**config.mk**
```make
export PLATFORM = sky130hd
export DESIGN_NAME = div_unit
export DESIGN_NICKNAME = d
export VERILOG_FILES = /design/src/rtl/div_unit_pkg.sv /design/src/rtl/div_sign_fix.sv /design/src/rtl/div_unit.sv
export SDC_FILE = /design/constraint.sdc
export NUM_CORES = 1
export LEC_CHECK = 0
export BUFFER_PORTS_ARGS = -buffer_cell sky130_fd_sc_hd__buf_2
export CORE_MARGIN = 8
export CORE_UTILIZATION = 30
export CTS_BUF_LIST = sky130_fd_sc_hd__clkbuf_8
export DETAILED_ROUTE_END_ITERATION = 8
export PLACE_DENSITY = 0.49
export SLEW_MARGIN = 0
export SYNTH_ARGS = -nofsm -noshare
export SYNTH_HDL_FRONTEND = slang
export SYNTH_HIERARCHICAL = 1
export SYNTH_SLANG_ARGS = --single-unit
```
**constraint.sdc**
```tcl
create_clock -name clock -period 6.2 [get_ports clock]
set_input_delay 0.62 -clock clock [delete_from_list [all_inputs] [get_ports clock]]
set_output_delay 0.62 -clock clock [all_outputs]
set_load 0.02 [all_outputs]
```
**src/rtl/div_unit_pkg.sv**
```systemverilog
// div_unit_pkg: shared state encodings, step count and sign helper for the iterative divider.
package div_unit_pkg;

    typedef enum logic [1:0] {
        DIV_IDLE = 2'd0,
        DIV_RUN  = 2'd1,
        DIV_FIX  = 2'd2
    } div_state_e;

    localparam int DIV_STEPS = 32;

    // Two's-complement negate when c is set; -0x80000000 wraps to itself.
    function automatic logic [31:0] neg_if(input logic c, input logic [31:0] v);
        return c ? -v : v;
    endfunction

endpackage

```
**src/rtl/div_sign_fix.sv**
```systemverilog
// div_sign_fix: applies DIV sign rules and the divide-by-zero quotient to magnitude results.
// Ports: mag_q/mag_r magnitude quotient/remainder; neg_q/neg_r negate flags; is_signed DIV vs DIVU;
//        div_zero divisor was zero; hi/lo final remainder/quotient.
module div_sign_fix
    import div_unit_pkg::*;
(
    input  logic [31:0] mag_q,
    input  logic [31:0] mag_r,
    input  logic        neg_q,
    input  logic        neg_r,
    input  logic        is_signed,
    input  logic        div_zero,
    output logic [31:0] hi,
    output logic [31:0] lo
);

    // With a zero divisor the remainder path already yields |dividend|, and re-applying the
    // dividend sign restores the raw dividend, so only the quotient needs overriding.
    always_comb begin
        lo = div_zero ? '1 : neg_if(is_signed & neg_q, mag_q);
        hi = neg_if(is_signed & neg_r, mag_r);
    end

endmodule

```
**src/rtl/div_unit.sv**
```systemverilog
// div_unit: iterative 32-bit restoring divider (DIV/DIVU), 33 busy cycles per operation.
// Ports: clock/reset (async active-high); start/is_signed/dividend/divisor request a divide;
//        busy while running; done pulses one cycle as div_hi (remainder)/div_lo (quotient) update.
module div_unit
    import div_unit_pkg::*;
(
    input  logic        clock,
    input  logic        reset,
    input  logic        start,
    input  logic        is_signed,
    input  logic [31:0] dividend,
    input  logic [31:0] divisor,
    output logic        busy,
    output logic        done,
    output logic [31:0] div_hi,
    output logic [31:0] div_lo
);

    div_state_e  state_q, state_d;
    logic [4:0]  count_q, count_d;
    logic [31:0] rem_q, rem_d;
    logic [31:0] quo_q, quo_d;
    logic [31:0] dvs_q, dvs_d;
    logic        neg_q_q, neg_q_d;
    logic        neg_r_q, neg_r_d;
    logic        signed_q, signed_d;
    logic        dvz_q, dvz_d;
    logic        done_q, done_d;
    logic [31:0] div_hi_q, div_hi_d;
    logic [31:0] div_lo_q, div_lo_d;
    logic [32:0] trial;
    logic        ge;
    logic [31:0] fix_hi, fix_lo;

    div_sign_fix u_sign_fix (
        .mag_q     (quo_q),
        .mag_r     (rem_q),
        .neg_q     (neg_q_q),
        .neg_r     (neg_r_q),
        .is_signed (signed_q),
        .div_zero  (dvz_q),
        .hi        (fix_hi),
        .lo        (fix_lo)
    );

    // The quotient register doubles as the dividend shifter: its MSB feeds the remainder
    // while each new quotient bit enters at the bottom. The stored remainder is always
    // below the divisor, so 32 bits suffice; the shifted trial value needs 33.
    always_comb begin
        state_d  = state_q;
        count_d  = count_q;
        rem_d    = rem_q;
        quo_d    = quo_q;
        dvs_d    = dvs_q;
        neg_q_d  = neg_q_q;
        neg_r_d  = neg_r_q;
        signed_d = signed_q;
        dvz_d    = dvz_q;
        done_d   = 1'b0;
        div_hi_d = div_hi_q;
        div_lo_d = div_lo_q;
        trial    = {rem_q, quo_q[31]};
        ge       = trial >= {1'b0, dvs_q};
        case (state_q)
            DIV_IDLE: if (start) begin
                state_d  = DIV_RUN;
                count_d  = '0;
                rem_d    = '0;
                quo_d    = neg_if(is_signed & dividend[31], dividend);
                dvs_d    = neg_if(is_signed & divisor[31], divisor);
                neg_q_d  = is_signed & (dividend[31] ^ divisor[31]);
                neg_r_d  = is_signed & dividend[31];
                signed_d = is_signed;
                dvz_d    = divisor == '0;
            end
            DIV_RUN: begin
                rem_d   = ge ? 32'(trial - {1'b0, dvs_q}) : trial[31:0];
                quo_d   = {quo_q[30:0], ge};
                count_d = count_q + 5'd1;
                state_d = count_q == 5'(DIV_STEPS - 1) ? DIV_FIX : DIV_RUN;
            end
            DIV_FIX: begin
                div_hi_d = fix_hi;
                div_lo_d = fix_lo;
                done_d   = 1'b1;
                state_d  = DIV_IDLE;
            end
            default: state_d = DIV_IDLE;
        endcase
    end

    always_ff @(posedge clock or posedge reset) begin
        if (reset) begin
            state_q  <= DIV_IDLE;
            count_q  <= '0;
            rem_q    <= '0;
            quo_q    <= '0;
            dvs_q    <= '0;
            neg_q_q  <= 1'b0;
            neg_r_q  <= 1'b0;
            signed_q <= 1'b0;
            dvz_q    <= 1'b0;
            done_q   <= 1'b0;
            div_hi_q <= '0;
            div_lo_q <= '0;
        end else begin
            state_q  <= state_d;
            count_q  <= count_d;
            rem_q    <= rem_d;
            quo_q    <= quo_d;
            dvs_q    <= dvs_d;
            neg_q_q  <= neg_q_d;
            neg_r_q  <= neg_r_d;
            signed_q <= signed_d;
            dvz_q    <= dvz_d;
            done_q   <= done_d;
            div_hi_q <= div_hi_d;
            div_lo_q <= div_lo_d;
        end
    end

    assign busy   = state_q != DIV_IDLE;
    assign done   = done_q;
    assign div_hi = div_hi_q;
    assign div_lo = div_lo_q;

endmodule

```
# Yosys cells after proc, flatten, opt, wreduce, memory -nomap -nowiden
# Cells that the tools add are included.
# classes
add_sub_neg	6
magnitude_cmp	1
n_eq_ne	4
n_mux	16
bitwise	6
n_reduce_logical	6
# op_table
operator	count
$mux W32	8
$neg A32 Y32	4
$pmux W32 S2	2
$ge A33 B32 Y1	1
$logic_not A32 Y1	1
$sub A32 B32 Y32	1
$pmux W5 S2	1
$add A5 B1 Y5 const B	1
$and A1 B1 Y1	5
$eq A5 B5 Y1 const B	1
$mux W5	1
$mux W2	2
$pmux W2 S2	1
$reduce_and A2 Y1	2
$reduce_bool A2 Y1	2
$eq A2 B1 Y1 const B	1
$eq A2 B2 Y1 const B	1
$logic_not A2 Y1	1
$ne A2 B2 Y1 const B	1
$mux W1	1
$xor A1 B1 Y1	1
# totals
register_bits	172
in_bits	68
out_inout_bits	66
elab_cells	51

# Longest topological paths before layout
# Gate-level depths: netlist (run 1).
# depth
ltp_word	4
mapped_depth	13
ltp_nobuf	11

# Modules after synthesis
# The synthesis (run 1) kept the hierarchy.
# modules_own_cells
mod	instances	cells_each	area_each_um2	seq_area_each_um2
div_unit	1	1064	10022.1	4304.1
div_sign_fix	1	245	1712.9	0.0

# Least setup slack after synthesis (run 1)
# Ideal clock, no wire load.
# synth_timing
path_type	reg-to-reg
startpoint	register quo_q[31]
endpoint	register rem_q[22]
setup_time_ns	0.116
arrival_time_ns	2.847
required_ns	6.084
setup_slack_ns	3.237
stages_incl_launch_ff	12
path_buffers	0
synth_period_minus_slack_ns	2.963
cell_sequence	dfrtp_1 > inv_1 > ha_1 > fa_1 > nor2b_1 > o2111ai_1 > a2111oi_0 > o21ai_0 > o21ai_0 > a21oi_1 > xor2_1 > o311ai_0
# synth_via
elab_chain_cells	3
word_cells_on_any_way	4
classes_between	1 x add/sub; 1 x order compare; 2 x mux
# synth_lines
item	line	rtl
from (decl)	div_unit.sv:22	logic [31:0] quo_q, quo_d;
from (signal assigned)	div_unit.sv:110	quo_q <= quo_d;
$sub A32 B32 Y32 or $ge A33 B32 Y1 (tied branches)	div_unit.sv:77, div_unit.sv:63	
$mux W32 *	div_unit.sv:77	rem_d = ge ? 32'(trial - {1'b0, dvs_q}) : trial[31:0];
$pmux W32 S2 *	div_unit.sv:64	case (state_q)
to (signal assigned)	div_unit.sv:109	rem_q <= rem_d;
to (decl)	div_unit.sv:21	logic [31:0] rem_q, rem_d;
# Every way passes the cells marked *; elsewhere a longest branch is shown, timed or not.
# A chain may end at the register's enable or synchronous reset.

# Final worst setup path (run 1)
# layout_timing
startpoint	register rem_q[12]
endpoint	register rem_q[5]
# layout_via
elab_chain_cells	3
# layout_lines
item	line	rtl
$ge A33 B32 Y1	div_unit.sv:63	ge = trial >= {1'b0, dvs_q};
$mux W32	div_unit.sv:77	
$pmux W32 S2	div_unit.sv:64	
# Every way passes these cells.

==> results by group, run 1 <==
Global routing
  – First-pass GRT wire length: 54700 um
  – Vias in the first global route: 9693
  – Largest net degree at the start of global routing: 78
  – GRT Total Usage: 0.150
  – Grt ovf: 0
  – Initial antenna violation count: 1

Placement
  – Setup WS pre-CTS: 2.27 ns
  – HPWL after detailed placement: 26200 um
  – Port bufs: 133
  – RePlAce Congestion: 0.865

Worst setup path
  – Critical Path Max Stage Delay: around 0.84 ns
  – CP Cell Sequence: ha_1 -> a21oi_1 -> a21oi_1 -> a2111oi_0 -> o31ai_1 -> a31oi_1 -> o211a_1 -> buf_4 -> nand3_1 -> o311ai_0
  – Critical path peak fanout: 29
  – CP max stage cell: o211a_1
  – Most frequent CP cell: a21oi_1
  – Crit-path leading delay family: compound AO/OA/AOI/OAI gates
  – Worst Path Buf+Inv: 1
  – Worst reg2reg path startpoint: rem_q[12]$_DFFE_PP0P_
  – Startpoint Class: register
  – Setup CP Type: register to register
  – Worst EP arrival: approximately 4.4 ns
  – Worst setup startpoint: rem_q[12]$_DFFE_PP0P_
  – Req. time, crit path: 6.54 ns
  – Critical Path Sink Type: register

Timing
  – Final Hold Viols: 0
  – Worst Skew: roughly 0.0095 ns
  – Unrepaired setup endpoints after global routing: false
  – Fmax achieved: 248 MHz
  – Crit share post-route: 0.649
  – Post-route setup TNS: 0 ns
  – Final setup fails: 0
  – Worst rel slew slack: 0.288
  – Slew Viols, Final: 0
  – Hold WS: between 0.2 and 0.25 ns
  – Period minus WS final: 4.03 ns
  – Slew @ Worst Pin: between 1 and 1.5 ns
  – Final worst slack: 2.17 ns

Synth
  – Largest family of logic cells by synthesized area: compound AO/OA/AOI/OAI gates
  – Post-synthesis compound-gate area fraction: 0.203
  – Syn_area_per_cell: 8.96 sq um
  – Syn. warnings: 6
  – Synth unique cells: 78
  – Synthesized-area fraction occupied by adder cells: 0.0422
  – Most used DFF post-synth: dfrtp_1
  – Sequential fraction of the synthesis area: 0.367
  – Post-Syn Nets: 1416
  – Ys async rst share: 1.00
  – Mapped cell area: 0.0117 sq mm
  – Synth Area in XOR/XNOR: 0.103
  – Mapped Cells: 1309
  – Post-synth EDFFs: 0
  – Mux cell area share after synthesis: 0.0631
  – Synth Register Bits: ~170
  – Post-synthesis simple-gate area fraction: 0.176

Drt
  – WL final: 34300 um
  – Wire per inst: 17.8 um
  – Initial DRC count: approximately 730
  – Initial DRT Pass Iterations: 7
  – Post-route DRC violation count: 0
  – Post-route ant nets: 0
  – Post-DR vias/cell: 5.15
  – Via count: between 9k and 10k

Die
  – Row count: 72
  – Chip Width: 214 um
  – Starting density of the core: 0.304
  – Ports: 134
  – Core footprint: 0.0386 sq mm
  – Die area: 0.0457 sq mm
  – Die height: 214 um

CTS
  – Setup bufs post-CTS: 0
  – CTS sink count: 172
  – Hold Buf Count CTS: 0
  – CTS-repair resized insts: 0
  – Depth of the CTS H-tree: 4
  – Clock Tree Buf Depth: 2
  – Clk slew on worst S/H paths: about 0.10 ns
  – CTS Root Cell: clkbuf_8
  – CTS tree: done
  – Skew-Pair Late Insertion Delay: 0.47 ns
  – Cts bufs inserted: 17

Pwr
  – Worst ir drop on vdd: 212 uV
  – Cell Pwr Density: 516 mW/mm^2
  – LEAKAGE: 5.86 nW

Final layout
  – Layout cells sized above 1: 0.200
  – Total Nets Final: around 1.5k
  – Final Util: 0.344
  – Commonest non-fill, non-tap cell in the layout: dfrtp_1
  – Area grow syn2layout: 13.2%
  – Most frequent cells in the layout: dfrtp_1, buf_2, nand2_1, o21ai_0, xnor2_1

Flow run
  – MaxCap Viol Count: 0

Worst hold path
  – Worst min path class: input pin to async pin

Status
  – Result of the run: complete, no violations
[worst paths after layout]
| path | slack (ns) | cells after the start | endpoint |
|---|---|---|---|
| worst max-delay path | 2.17 | 10 | rem_q[5]$_DFFE_PP0P_ |
| worst min-delay path | 0.23 | 2 | div_lo[19]$_DFFE_PP0P_ |
| worst max register to register | 2.17 | 10 | rem_q[5]$_DFFE_PP0P_ |
| worst min register to register | 0.48 | 2 | dvs_q[21]$_DFFE_PP0P_ |
| max in group asynchronous | 4.69 | 3 | rem_q[14]$_DFFE_PP0P_ |
| min in group clock | 0.46 | 3 | dvs_q[21]$_DFFE_PP0P_ |
[cell families after synthesis]
logic type | count (synthesis)
xor+xnor | 138
mux | 66
compound gates | 373
buf+inv | 136
simple gates | 385
fa+ha+maj | 39
flops | 172
[cells in the mapped netlist, types with 7 or more instances]
master,instances,area [sq um]
a31oi_1,21,131
o31ai_1,22,165
nor2b_1,9,56.3
xor2_1,49,429
nor4_1,14,87.6
ha_1,38,475
a32oi_1,11,96.3
xnor2_1,89,780
nand4_1,10,62.6
o41ai_1,8,70.1
clkbuf_1,61,229
o22ai_1,31,194
a21o_1,20,150
dfrtp_1,172,4300
nand2_1,118,443
inv_1,59,221
o311ai_0,14,123
nor2_1,51,191
o21ai_0,110,551
nand3_1,50,250
nand2b_1,34,213
a22oi_1,14,105
o211ai_1,7,52.6
and3_1,11,68.8
nor3_1,28,140
a21oi_1,76,380
or3_1,10,62.6
mux2_2,64,721
[power breakdown]
| group | leakage, nW | switching [mW] | internal, mW |
|---|---|---|---|
| combinational | 3.46 | 2.25 | 1.63 |
| sequential | 2.18 | 0.593 | 1.53 |
| clock | 0.218 | 0.444 | 0.412 |
[metrics by stage]
stage	total power [mW]	cells	cell area, sq um
final	6.85	1929	13300
after global routing	7.46	1929	13300
after floorplan	4.89	1309	11700
after CTS	6.86	1928	13300
after detailed placement	5.98	1896	12900
after global placement	5.97	1896	12900
[sequential cells by signal, summed over array words and instances, names as in the netlist]
signal / cells
neg_q_q: 1
quo_q: 32
div_lo: 32
done: 1
div_hi: 32
signed_q: 1
neg_r_q: 1
rem_q: 32
state_q: 2
dvz_q: 1
count_q: 5
dvs_q: 32
[area by class of cell]
cell class,count,area (sq um)
diodes,1,2.50
clock buffers,18,248
clock inverters,14,166
fillers,4062,25400
inverters,60,230
multi-input cells,1001,6930
flip-flops and latches,172,4300
well taps,518,648
repair buffers,145,756
[metal layers]
layer | global-route usage | vias to the layer above | routed length (um)
met4 | 0.0326 | 0 | 329
met3 | 0.0246 | 24 | 1600
met2 | 0.219 | 244 | 14400
met5 | 0 | - | 0
met1 | 0.227 | 4714 | 18000
li1 | - | 4943 | -
Note: power is estimated with default switching activity, not from simulation.
==> inputs of run 2 (changes only) <==
- ABC_AREA: unset -> 1
- PLACE_DENSITY: 0.49 -> 0.5
- clock period: 6.2 -> 3.4 ns (I/O delays scaled with it)
==> run 2 against run 1 <==
Via count rose by 40%. Cell area is 16% higher. Wire length rose by 40%.
==> results by group, run 2 <==
Status
  – Result of the run: complete, no violations

Drt
  – Wire per inst: ~16 um
  – Via count: 13.9k
  – Post-route ant nets: 0
  – WL final: 48000 um
  – Post-route DRC violation count: 0
  – Initial DRT Pass Iterations: 5
  – Initial DRC count: 1129
  – Post-DR vias/cell: 4.76

Worst setup path
  – FF-to-FF path depth: 12
  – Critical Path End: rem_q[19]$_DFFE_PP0P_
  – Critical path peak fanout: 34
  – FF-to-FF End: rem_q[19]$_DFFE_PP0P_
  – Req. time, crit path: 3.86 ns
  – Worst EP arrival: 3.26 ns
  – Setup CP Type: register to register
  – R2R setup slack: 0.60 ns
  – Startpoint Class: register
  – Critical Path Sink Type: register
  – Worst setup startpoint: rem_q[26]$_DFFE_PP0P_
  – Worst reg2reg path startpoint: rem_q[26]$_DFFE_PP0P_

Die
  – Row count: 78
  – Ports: 134
  – Core footprint: roughly 0.045 sq mm
  – Die height: approximately 230 um
  – Chip Width: 231 um
  – Starting density of the core: 0.304
  – Die area: 0.0532 sq mm

Synth
  – Mapped cell area: ~0.014 sq mm
  – Mapped Cells: 2198
  – Post-synth EDFFs: 0
  – Share of the synthesized area in the top cell type: 0.311
  – Most used DFF post-synth: dfrtp_1
  – Top-count cell post-synth: nand2_1
  – Ys async rst share: 1.00
  – Syn. warnings: 6
  – Syn_area_per_cell: 6.29 sq um
  – Synth top cells by count: nand2_1, inv_1, nor2_1
  – Cell taking the most area after synthesis: dfrtp_1
  – Synth Register Bits: 172
  – Most area-consuming cells after synthesis: dfrtp_1, nand2_1, inv_1
  – Synth unique cells: between 50 and 60
  – Sequential fraction of the synthesis area: 0.311
  – Post-Syn Nets: 2305

Pwr
  – Combinational Power Share: 0.653
  – Sw Ratio: 0.561
  – Flop pwr share: 0.250
  – Pint: slightly above 7 mW
  – Clock power share: 0.096
  – Cell Pwr Density: 1060 mW/mm^2
  – Sw power: roughly 9 mW
  – LEAKAGE: approximately 8.5 nW
  – Worst ir drop on vdd: 318 uV
  – Final Total Pwr: 16.4 mW

Placement
  – HPWL after detailed placement: approximately 38000 um
  – RePlAce Congestion: between 0.9 and 1
  – Placed cells: 2877
  – Setup WS pre-CTS: 0.619 ns
  – Port bufs: roughly 130
  – Post-Place Cell Area: 0.0150 sq mm

Timing
  – Post-route setup TNS: 0 ns
  – Worst rel slew slack: 0.293
  – Unrepaired setup endpoints after global routing: false
  – Slew Viols, Final: 0
  – Crit share post-route: 0.822
  – Slew @ Worst Pin: 1.06 ns
  – Period minus WS final: ~2.8 ns
  – Fmax achieved: 358 MHz
  – Final worst slack: approximately 0.60 ns
  – Final Hold Viols: 0
  – Worst Skew: around 0.023 ns
  – Final setup fails: 0
  – Hold WS: 0.132 ns

Global routing
  – Initial antenna violation count: 2
  – Largest net degree at the start of global routing: 94
  – Grt ovf: 0
  – GRT Total Usage: 0.179
  – Vias in the first global route: 13.0k
  – First-pass GRT wire length: around 75000 um

CTS
  – CTS tree: done
  – Clk slew on worst S/H paths: ~0.11 ns
  – Cts bufs inserted: 17
  – Skew-Pair Late Insertion Delay: 0.52 ns
  – CTS Root Cell: clkbuf_8
  – Clock Tree Buf Depth: 2
  – Setup bufs post-CTS: 0
  – Depth of the CTS H-tree: 4
  – CTS sink count: 172

Worst hold path
  – HP Start: divisor[25]
  – Worst min path class: input pin to register

Final layout
  – Most frequent cells in the layout: nand2_1, inv_1, nor2_1, nand3_1, dfrtp_1
  – Area grow syn2layout: 11.7%
  – Commonest non-fill, non-tap cell in the layout: nand2_1
  – Final Non-Filler Cells: 2911
  – Fillcell total: between 5k and 6k
  – Final instance area: 0.0154 sq mm
  – Total Nets Final: between 2k and 2.5k
  – Layout cells sized above 1: 0.126
  – Final Util: 0.340

Flow run
  – MaxCap Viol Count: 0
[run 2: worst min path at each step]
stage	endpoint	slack, ns	cells past startpoint
5_1_grt	dvs_q[25]$_DFFE_PP0P_	0.10	3
3_3_place_gp	div_hi[5]$_DFFE_PP0P_	0.46	2
2_1_floorplan	state_q[1]$_DFFE_PP0P_	0.44	1
6_report	dvs_q[25]$_DFFE_PP0P_	0.13	3
4_1_cts	dvs_q[25]$_DFFE_PP0P_	0.06	3
3_5_place_dp	div_lo[2]$_DFFE_PP0P_	0.46	2
[run 2: worst max-delay path, cell delays in order (launching register included)]
cell and delay [ns]:
dfrtp_1 0.65, ha_1 0.39, nand2_2 0.17, inv_2 0.04
nand2_1 0.09, nand2_1 0.07, a21oi_2 0.18, nand2_4 0.09
nor2_8 0.15, nand2_8 0.20, nor2_8 0.48, nand2_1 0.10
nand3_1 0.10
[run 2: cell families after synthesis]
logic type	count (synthesis)	share of synthesized area
and+or+nand+nor	1374	0.430
buffers and inverters	353	0.104
AOI/OAI and AO/OA	203	0.0829
DFF	172	0.311
xor gates and xnor gates	57	0.0361
adders and majority gates	39	0.0358
[run 2: timing repair]
action                                  CTS  global route
resized for setup                         0             0
hold buffers                              1             0
endpoints found under the hold margin   110             0
endpoints found under the setup margin    0             0
[run 2: metal layers]
layer | track usage | vias to the layer above | wire [um]
met5 | 0 | - | 13
met4 | 0.0487 | 2 | 818
met3 | 0.0254 | 38 | 2360
met2 | 0.260 | 350 | 19700
met1 | 0.270 | 6359 | 25100
li1 | - | 7117 | -
[run 2: layout make-up]
| cell class | instances | area [sq um] | share of cell area |
|---|---|---|---|
| multi-input combinational | 1673 | 8100 | 0.525 |
| sequential | 172 | 4300 | 0.279 |
| inverter | 289 | 1090 | 0.0706 |
| timing repair buffer | 144 | 776 | 0.0502 |
| tap | 600 | 751 | 0.0486 |
| clock buffer | 17 | 234 | 0.0151 |
| clock inverter | 15 | 183 | 0.0118 |
| antenna | 1 | 2.50 | 0.000162 |
[run 2: power groups by stage]
stage	Combinational [mW]	Sequential, mW	Clock (mW)
finish	10.7	4.12	1.58
global route	12.1	4.25	1.72
CTS	10.7	4.11	1.65
detailed placement	10.7	4.15	0
global placement	10.7	4.12	0
floorplan	7.81	3.94	0
==> inputs of run 3 (changes only) <==
- ABC_AREA: 1 -> 0
- clock period: 3.4 -> 2.3 ns (I/O delays scaled with it)
==> run 3 against run 2 <==
The flow now finishes with violations (setup timing). Sequential share of layout area decreased by 1.4 points. Setup slack got worse by 0.92 ns. Cell count fell by 26%. Critical endpoint is now rem_q[28]$_DFFE_PP0P_. Highest routed layer is now met4.
==> results by group, run 3 (synthesized netlist as in run 1, its figures left out) <==
CTS
  – CTS sink count: 172
  – Clk slew on worst S/H paths: 0.10 ns
  – CTS Root Cell: clkbuf_8
  – Clock Tree Buf Depth: 2
  – Skew-Pair Late Insertion Delay: 0.48 ns
  – CTS tree: done
  – Depth of the CTS H-tree: 4
  – Cts bufs inserted: 17

Final layout
  – Area grow syn2layout: 39.1%
  – Multi-input logic area: 0.00792 sq mm
  – Layout cells sized above 1: 0.388
  – Antenna diodes: 0
  – Total Nets Final: 1738
  – Final Non-Filler Cells: 2161
  – Commonest non-fill, non-tap cell in the layout: buf_4
  – Most frequent cells in the layout: buf_4, dfrtp_1, buf_2, nand2_1, xnor2_1
  – Fillcell total: approximately 3.8k
  – Final instance area: 0.0163 sq mm
  – Final Util: 0.422
  – Register Area: 0.00432 sq mm

Placement
  – Port bufs: 133
  – Placed cells: around 2.1k
  – Post-Place Cell Area: 0.0148 sq mm
  – HPWL after detailed placement: around 29000 um
  – RePlAce Congestion: between 0.8 and 0.9

Die
  – Chip Width: 214 um
  – Core footprint: 0.0386 sq mm
  – Die height: between 200 and 250 um
  – Starting density of the core: 0.304
  – Die area: about 0.046 sq mm
  – Ports: 134
  – Row count: 72

Status
  – Violated checks: setup timing
  – Result of the run: complete, but fails checks

Drt
  – Post-DR vias/cell: between 5 and 6
  – Initial DRC count: 590
  – Post-route DRC violation count: 0
  – Wire per inst: 18.0 um
  – Post-route ant nets: 0
  – WL final: 38900 um
  – Via count: 10.9k
  – Initial DRT Pass Iterations: 5

Worst setup path
  – Crit-path leading delay family: compound AO/OA/AOI/OAI gates
  – Worst Path Buf+Inv: 2
  – Critical Path Sink Type: register
  – Critical Path Max Stage Delay: 0.44 ns
  – Startpoint Class: register
  – Worst EP arrival: 3.02 ns
  – Req. time, crit path: 2.71 ns
  – Most frequent CP cell: o21ai_1
  – Critical path peak fanout: 6
  – CP max stage cell: a2111oi_4
  – Setup CP Type: register to register
  – CP Cell Sequence: inv_1 -> ha_2 -> fa_2 -> nor2b_2 -> o2111ai_2 -> a2111oi_4 -> o21ai_4 -> buf_4 -> a31oi_4 -> mux2i_1 -> o21ai_1 -> o21ai_1

Timing
  – Slew @ Worst Pin: 0.725 ns
  – Worst Skew: 0.0195 ns
  – Final worst slack: -0.319 ns
  – Final Hold Viols: 0
  – Slew Viols, Final: 0
  – Period minus WS final: ~2.6 ns
  – Fmax achieved: 382 MHz
  – Crit share post-route: 1.14
  – Worst rel slew slack: 0.511
  – Unrepaired setup endpoints after global routing: true
  – Final setup fails: 37

Global routing
  – Initial antenna violation count: 0
  – First-pass GRT wire length: 60800 um
  – Vias in the first global route: 10.8k
  – GRT Total Usage: 0.167
  – Largest net degree at the start of global routing: 70
  – Grt ovf: 0

Worst hold path
  – Worst min path class: input pin to register

Pwr
  – Worst ir drop on vdd: 715 uV
  – Cell Pwr Density: ~1600 mW/mm^2
  – LEAKAGE: about 7.3 nW

Flow run
  – MaxCap Viol Count: 0
## run 3: worst reg2reg max path, delay by kind of cell, from the launching register on
family	cells	cell delay (ns)
AO/OA/AOI/OAI	6	1.08
adder cells (fa/ha/maj)	2	0.55
flip-flops	1	0.36
buffers and inverters	2	0.22
multiplexers	1	0.20
AND/OR/NAND/NOR	1	0.14
## run 3: cell type report
cell class / count / area share
Multi-Input combinational cell: 1002 / 0.485
Sequential cell: 172 / 0.264
Timing Repair Buffer: 378 / 0.172
Tap cell: 518 / 0.0397
Clock buffer: 19 / 0.0160
Inverter: 60 / 0.0140
Clock inverter: 12 / 0.00912
## run 3: power breakdown
part / total, mW / switching (mW) / internal [mW]
sequential: 5.09 / 0.947 / 4.14
clock: 2.33 / 1.20 / 1.13
combinational: 17.9 / 9.15 / 8.76
total: 25.3 / 11.3 / 14.0
## run 3: metal layers
metal  wire length (um)  up-vias  part of all wire  global-route usage
li1                   -     5397                 -                   -
met1              19600     5228              0.50               0.244
met2              17400      228              0.45               0.253
met3               1490       29             0.038              0.0284
met4                453        0             0.012              0.0373
met5                  0        -                 0                   0
## run 3: metrics by stage
stage | TNS, ns | power, mW | setup slack, ns | hold WS (ns)
floorplan | -27.34 | 14.2 | -0.315 | 0.324
global placement | -12.33 | 19.8 | -0.327 | 0.362
detailed placement | -12.98 | 19.9 | -0.363 | 0.355
CTS | -6.89 | 24.1 | -0.297 | 0.0222
global route | -9.94 | 27.2 | -0.468 | 0.0485
finish | -6.26 | 25.3 | -0.319 | 0.0627
## run 3: final timing paths
path                                        from                     to  slack (ns)  cells past startpoint
setup / recovery           quo_q[31]$_DFFE_PP0P_  rem_q[28]$_DFFE_PP0P_       -0.32                     12
hold / removal                       divisor[29]  dvs_q[29]$_DFFE_PP0P_        0.06                      3
setup reg to reg           quo_q[31]$_DFFE_PP0P_  rem_q[28]$_DFFE_PP0P_       -0.32                     12
hold reg to reg             dvs_q[7]$_DFFE_PP0P_   dvs_q[7]$_DFFE_PP0P_        0.49                      2
max in group asynchronous                  reset  div_lo[3]$_DFFE_PP0P_        1.04                      4
min in group asynchronous                  reset  rem_q[22]$_DFFE_PP0P_        0.40                      3
## run 3: repair_timing
| action | in CTS | in global routing |
|---|---|---|
| hold endpoints to repair | 19 | 0 |
| gates cloned | 6 | 3 |
| endpoints found under the setup margin | 47 | 62 |
| pin swaps | 38 | 34 |
| setup buffers | 6 | 13 |
| hold buffers | 1 | 0 |
| resized for setup | 68 | 83 |
